$ cat src/rtl/ifu_fetch_queue.sv
// ifu_fetch_queue
//   Fetch stage sitting behind the PC generator. Every accepted PC allocates a
//   queue entry. Aligned PCs issue an instruction-memory read. Misaligned PCs
//   are stored immediately as faulted entries and issue no read. In-order
//   responses fill the oldest waiting entry, and the head entry is handed to
//   decode in program order. A flush drops every queued entry. Responses still
//   owed for requests issued before the flush are counted and discarded when
//   they arrive.
//
// Ports
//   clk, rst                 clock, synchronous active-high reset
//   pc_valid/pc/pc_ready     PC generator handshake
//   flush                    branch redirect, kills queue and in-flight fetches
//   imem_req_valid/ready     memory read request handshake, imem_req_addr = pc
//   imem_rsp_valid/data/err  in-order read responses, always accepted
//   inst_valid/inst_ready    decode handshake
//   inst_pc/inst/inst_fault  head entry contents (inst = 0 when faulted)
module ifu_fetch_queue #(
  parameter int XLEN  = 32,
  parameter int DEPTH = 4
) (
  input  logic            clk,
  input  logic            rst,
  input  logic            pc_valid,
  input  logic [XLEN-1:0] pc,
  output logic            pc_ready,
  input  logic            flush,
  output logic            imem_req_valid,
  input  logic            imem_req_ready,
  output logic [XLEN-1:0] imem_req_addr,
  input  logic            imem_rsp_valid,
  input  logic [31:0]     imem_rsp_data,
  input  logic            imem_rsp_err,
  output logic            inst_valid,
  input  logic            inst_ready,
  output logic [XLEN-1:0] inst_pc,
  output logic [31:0]     inst,
  output logic            inst_fault
);

  localparam int PW = $clog2(DEPTH);
  localparam int CW = $clog2(DEPTH + 1);
  localparam logic [CW-1:0] DEPTH_C = CW'(DEPTH);

  // Entry payload
  logic [XLEN-1:0]  r_pc    [DEPTH];
  logic [31:0]      r_inst  [DEPTH];
  logic [DEPTH-1:0] r_fault;
  logic [DEPTH-1:0] r_filled;

  // Control state
  logic [PW-1:0] r_head, r_fill, r_tail;
  logic [CW-1:0] r_count;  // allocated entries
  logic [CW-1:0] r_drop;   // responses still to discard after a flush
  logic [CW-1:0] r_outst;  // issued requests not yet answered

  logic            w_misaligned, w_room, w_accept, w_req_fire, w_pop;
  logic            w_rsp_take, w_rsp_drop, w_found;
  logic [PW-1:0]   w_head_nxt, w_tail_nxt, w_fill_nxt, w_idx;
  logic [CW-1:0]   w_count_nxt, w_pending, w_drop_flush;
  logic [DEPTH-1:0] w_filled_nxt;

  assign w_misaligned = (pc[1:0] != 2'b00);
  // Room to take a PC. Reset is included so the handshakes are quiet while
  // rst is held.
  assign w_room = !rst && !flush && (r_count < DEPTH_C) && (r_drop == '0);

  assign pc_ready       = w_room && (w_misaligned || imem_req_ready);
  assign imem_req_valid = w_room && pc_valid && !w_misaligned;
  assign imem_req_addr  = pc;

  assign w_accept   = pc_valid && pc_ready;
  assign w_req_fire = w_accept && !w_misaligned;

  assign inst_valid = !rst && !flush && (r_count != '0) && r_filled[r_head];
  assign inst_pc    = r_pc[r_head];
  assign inst       = r_inst[r_head];
  assign inst_fault = r_fault[r_head];
  assign w_pop      = inst_valid && inst_ready;

  // Responses are consumed in order: while drops are owed they are discarded,
  // otherwise they belong to the entry at the fill pointer.
  assign w_rsp_drop = imem_rsp_valid && !rst && !flush && (r_drop != '0);
  assign w_rsp_take = imem_rsp_valid && !rst && !flush && (r_drop == '0) &&
                      (r_outst != '0);

  assign w_head_nxt  = r_head + PW'(w_pop);
  assign w_tail_nxt  = r_tail + PW'(w_accept);
  assign w_count_nxt = r_count + CW'(w_accept) - CW'(w_pop);

  // Next filled map, then the fill pointer moves to the oldest allocated entry
  // still waiting for data. Pre-filled misaligned entries are skipped. When no
  // entry is waiting, it parks at the tail.
  always_comb begin
    // NOTE: every variable gets a default first so no path leaves it unassigned (no latch).
    w_filled_nxt = r_filled;
    w_fill_nxt   = w_tail_nxt;
    w_found      = 1'b0;
    w_idx        = '0;
    if (w_pop)      w_filled_nxt[r_head] = 1'b0;
    if (w_rsp_take) w_filled_nxt[r_fill] = 1'b1;
    if (w_accept)   w_filled_nxt[r_tail] = w_misaligned;
    for (int k = 0; k < DEPTH; k++) begin
      w_idx = w_head_nxt + PW'(k);
      if (!w_found && (CW'(k) < w_count_nxt) && !w_filled_nxt[w_idx]) begin
        w_fill_nxt = w_idx;
        w_found    = 1'b1;
      end
    end
  end

  // On flush, owed responses = earlier drops + unanswered requests. A response
  // arriving in the flush cycle answers one of them.
  always_comb begin
    w_pending    = r_drop + r_outst;
    w_drop_flush = w_pending;
    if (imem_rsp_valid && (w_pending != '0)) w_drop_flush = w_pending - 1'b1;
  end

  // NOTE: sequential state uses non-blocking assignments so every flop samples pre-edge values.
  always_ff @(posedge clk) begin
    if (rst) begin
      r_head   <= '0;
      r_fill   <= '0;
      r_tail   <= '0;
      r_count  <= '0;
      r_drop   <= '0;
      r_outst  <= '0;
      r_filled <= '0;
    end else if (flush) begin
      r_head   <= r_tail;
      r_fill   <= r_tail;
      r_count  <= '0;
      r_filled <= '0;
      r_outst  <= '0;
      r_drop   <= w_drop_flush;
    end else begin
      r_head   <= w_head_nxt;
      r_tail   <= w_tail_nxt;
      r_fill   <= w_fill_nxt;
      r_count  <= w_count_nxt;
      r_filled <= w_filled_nxt;
      r_outst  <= r_outst + CW'(w_req_fire) - CW'(w_rsp_take);
      r_drop   <= r_drop - CW'(w_rsp_drop);
    end
  end

  // NOTE: payload storage is not reset; r_filled and r_count gate every read of it.
  always_ff @(posedge clk) begin
    if (w_accept) begin
      r_pc[r_tail]    <= pc;
      r_inst[r_tail]  <= '0;
      r_fault[r_tail] <= w_misaligned;
    end
    if (w_rsp_take) begin
      r_inst[r_fill]  <= imem_rsp_err ? 32'h0 : imem_rsp_data;
      r_fault[r_fill] <= imem_rsp_err;
    end
  end

endmodule

$ cat config.mk
export PLATFORM = sky130hd
export DESIGN_NAME = ifu_fetch_queue
export DESIGN_NICKNAME = d
export VERILOG_FILES = /design/src/rtl/ifu_fetch_queue.sv
export SDC_FILE = /design/constraint.sdc
export NUM_CORES = 1
export LEC_CHECK = 0
export ABC_AREA = 1
export CAP_MARGIN = 20
export CORE_MARGIN = 4
export CORE_UTILIZATION = 35
export CTS_CLUSTER_DIAMETER = 150
export DETAILED_ROUTE_END_ITERATION = 16
export GPL_ROUTABILITY_DRIVEN = 0
export GPL_TIMING_DRIVEN = 0
export REMOVE_ABC_BUFFERS = 1
export SETUP_SLACK_MARGIN = 0.5
export SLEW_MARGIN = 20
export SYNTH_ARGS = -nofsm -noshare
export SYNTH_HDL_FRONTEND = slang
export SYNTH_SLANG_ARGS = --single-unit
$ cat constraint.sdc
create_clock -name clk -period 10.35 [get_ports clk]
set_input_delay 3.105 -clock clk [delete_from_list [all_inputs] [get_ports clk]]
set_output_delay 3.105 -clock clk [all_outputs]
set_load 0.01 [all_outputs]
==> qor.csv, run 1 <==
metric;value;unit
leakage;5.57;nW
insertion_delay;0.54;ns
die_w;192;um
clock_skew;0.00823;ns
total_power;2.50;mW
die-area;36900;um2
rsz0062_at_grt;false;
routed_wl;28.2;mm
clockBufferDepth;3;
cts-root-buf;clkbuf_16;
syn_avg_cell_area;12.0;um2
core;33400;um2
rr_worst_depth;23;
h-tree-depth;1;
post_cts_resized;0;
synth_top_flop_cell;edfxtp_1;
synth_top_cell_by_area;edfxtp_1;
cts.sinks;279;
whs_path_depth;1;
hold_violations;0;
numCtsBuffers;29;
ys_async_sr_fraction;0;
grt_pass1_wl;42.9;mm
critPathRequiredTime;7.25;ns
holdBufCountCts;0;
yosysWarnings;0;
synth_enable_flop_cells;256;
critical_path.top_delay_family;buffers and inverters;
synth_cell_type_count;32;
area_growth_syn_to_layout;27.2;%
endpoint_kind;primary output;
arrival;4.90;ns
place_hpwl;17.7;mm
grt_pass1_vias;7628;
cts_setup_buffers;0;
yosys-top-cells-area;edfxtp_1 (65%), a22oi_1 (6.8%), nor2_1 (5.3%), nand2_1 (4.5%), dfxtp_1 (3.9%);
synth_top_area_share;0.649;
tightest_slew;1.06;ns
slowest_delay;0.57;ns
first_iter_violations;536;
startpoint_type;primary input;
track_usage;0.149;
ys_seq_elements;279;
power_density;166;nW/um2
setup_tns;0;ns
n_fill_cell;3021;
cap_violations;0;
grt_max_degree;45;
drive_gt1_frac;0.106;
layout.nets;1219;
drt-pass1-iter-count;5;
drc;0;
seq_area_frac_synth;0.688;
netlist_top_cells_count;edfxtp_1 (256), nor2_1 (166), nand2_1 (142), a22oi_1 (107), inv_1 (77);
grt_antenna_before_repair;0;
status;complete, no violations;
die_y;192;um
drv_slew;0;
initial_utilization;0.354;
syn_inst;990;
peakVddDrop;0.126;mV
port_buffers;171;
layout_min_cycle_time;8.00;ns
min_path_type;reg -> reg;
setup_viol;0;
min_period_over_period;0.773;
synth_area;11900;um2
num_rows;67;
top_level_ports;172;
crit_chain;clkdlybuf4s50_1, nor2_8, nand2_1, nor2_2, nand2_1, inv_1, clkdlybuf4s50_1;
path_depth;7;
slew_headroom;0.289;
n_antenna_cell;0;
num_vias;7758;
cts_tree;yes;
critical-path-slowest-cell;clkdlybuf4s50_1;
critPathBufInv;3;
viasPerCell;4.84;
path_class;in -> out;
max_freq;125;MHz
clkSlewWorstSetupHoldPaths;0.06;ns
cp_max_fo;8;
wl_per_cell;17.6;um
globalRoute.totalOverflow;0;
antenna_left;0;
synthMostInstantiatedCell;edfxtp_1;
## worst reg2reg max path, cell delays in order, from the launching register on
cell	delay, ns
dfxtp_1	0.40
nor2_4	0.60
buf_16	0.25
nand2_1	0.07
nand2_1	0.07
nor2_2	0.06
nand2_1	0.11
nor2_1	0.09
ha_1	0.28
inv_1	0.06
ha_1	0.13
inv_1	0.05
fa_1	0.38
xor2_1	0.16
xor2_1	0.24
inv_1	0.12
o21ai_0	0.15
nand2_2	0.11
nor2_4	0.13
nand3_1	0.09
nor2_1	0.09
nor2_1	0.05
nand3_1	0.12
nand2_1	0.05
## flip-flops by register name, indices dropped and copies added, names as in the netlist
register / cells
r_inst: 128
r_fault: 4
r_outst: 3
r_pc: 128
r_count: 3
r_drop: 3
r_tail: 2
r_filled: 4
r_fill: 2
r_head: 2
## layout by cell type, fill, tap and decap left out, types with 6 or more instances in the layout
cell / synthesis / routed
inv_1: 77 / 73
clkinv_2: 0 / 6
a22oi_1: 107 / 107
nand3_2: 6 / 6
nand2_2: 17 / 22
nand4_1: 14 / 14
xor2_1: 6 / 6
clkdlybuf4s50_1: 0 / 171
o21ai_0: 12 / 12
ha_1: 11 / 11
dfxtp_1: 23 / 23
buf_12: 0 / 6
nand3_1: 38 / 38
clkbuf_16: 0 / 29
edfxtp_1: 256 / 256
inv_2: 13 / 15
buf_16: 0 / 8
nand2_1: 142 / 137
nor2_1: 166 / 164
## path summary, 6_finish.rpt
kind | from | to | slack, ns
worst max-delay path | flush | inst_valid | 2.35
worst min-delay path | r_outst[1] | r_outst[2] | 0.56
worst max register to register | r_head[1] | r_fill[1] | 6.38
worst min register to register | r_outst[1] | r_outst[2] | 0.56
## layer usage
layer / track usage / vias to the layer above / part of all wire
met5: 0 / - / 0
met4: 0.0285 / 0 / 0.014
met3: 0.0227 / 28 / 0.057
met2: 0.255 / 212 / 0.49
met1: 0.203 / 3796 / 0.44
li1: - / 3722 / -
## through the flow
stage | instance area, um2 | setup slack (ns) | util | hold WS, ns | cells
final | 15100 | 2.35 | 0.451 | 0.559 | 1603
after global routing | 15100 | 2.23 | 0.451 | 0.593 | 1603
after CTS | 15100 | 2.33 | 0.450 | 0.564 | 1602
after detailed placement | 14100 | 2.32 | 0.421 | 0.532 | 1549
after global placement | 13700 | 1.12 | 0.410 | 0.537 | 1536
after floorplan | 11500 | 3.57 | - | 0.497 | 917
## final cells by class
class / count / area [um2] / area share
clock buffers: 34 / 744 / 0.0494
repair buffers: 185 / 2050 / 0.136
well taps: 448 / 561 / 0.0372
multi-input cells: 547 / 3000 / 0.199
inverters: 91 / 347 / 0.0230
flip-flops and latches: 279 / 8150 / 0.540
clock inverters: 19 / 234 / 0.0155
## report_power, final
part	total [mW]	internal, mW	switching (mW)	leakage, nW
clock	1.06	0.640	0.425	0.480
combinational	0.188	0.0935	0.0943	2.52
sequential	1.25	1.24	0.00702	2.57
## cells by family (layout without fill, tap and decap cells)
family                   after synthesis  count (layout)  share of synthesized area
buffers and inverters                164             329                     0.0621
AND/OR/NAND/NOR                      399             399                      0.151
flip-flops                           279             279                      0.687
AO/OA/AOI/OAI                        127             127                     0.0775
adder cells (fa/ha/maj)               14              14                     0.0167
XOR/XNOR                               7               7                    0.00517
Note: power is estimated with default switching activity, not from simulation.
==> run 2: changes to the inputs <==
==> constraint.sdc (replaced) <==
create_clock -name clk -period 8.2 [get_ports clk]
set_input_delay 2.46 -clock clk [delete_from_list [all_inputs] [get_ports clk]]
set_output_delay 2.46 -clock clk [all_outputs]
set_load 0.01 [all_outputs]
==> results of run 2 <==
The final DEF is identical to that of run 1. Status: complete, no violations.
Main changes from that run: setup slack after placement 2.32 ns -> 1.46 ns; setup slack after layout 2.35 ns -> 1.49 ns; register-to-register setup slack 6.38 ns -> 4.23 ns; total power 2.50 mW -> 3.16 mW; worst IR drop on VDD 0.126 mV -> 0.159 mV
==> run 3: changes to the inputs <==
==> constraint.sdc (replaced) <==
create_clock -name clk -period 6.1 [get_ports clk]
set_input_delay 1.83 -clock clk [delete_from_list [all_inputs] [get_ports clk]]
set_output_delay 1.83 -clock clk [all_outputs]
set_load 0.01 [all_outputs]
==> results of run 3 <==
The final DEF is identical to that of run 1. Status: complete, no violations.
Main changes from that run: setup slack after placement 2.32 ns -> 0.608 ns; setup slack after layout 2.35 ns -> 0.648 ns; register-to-register setup slack 6.38 ns -> 2.13 ns; total power 2.50 mW -> 4.25 mW; worst IR drop on VDD 0.126 mV -> 0.213 mV
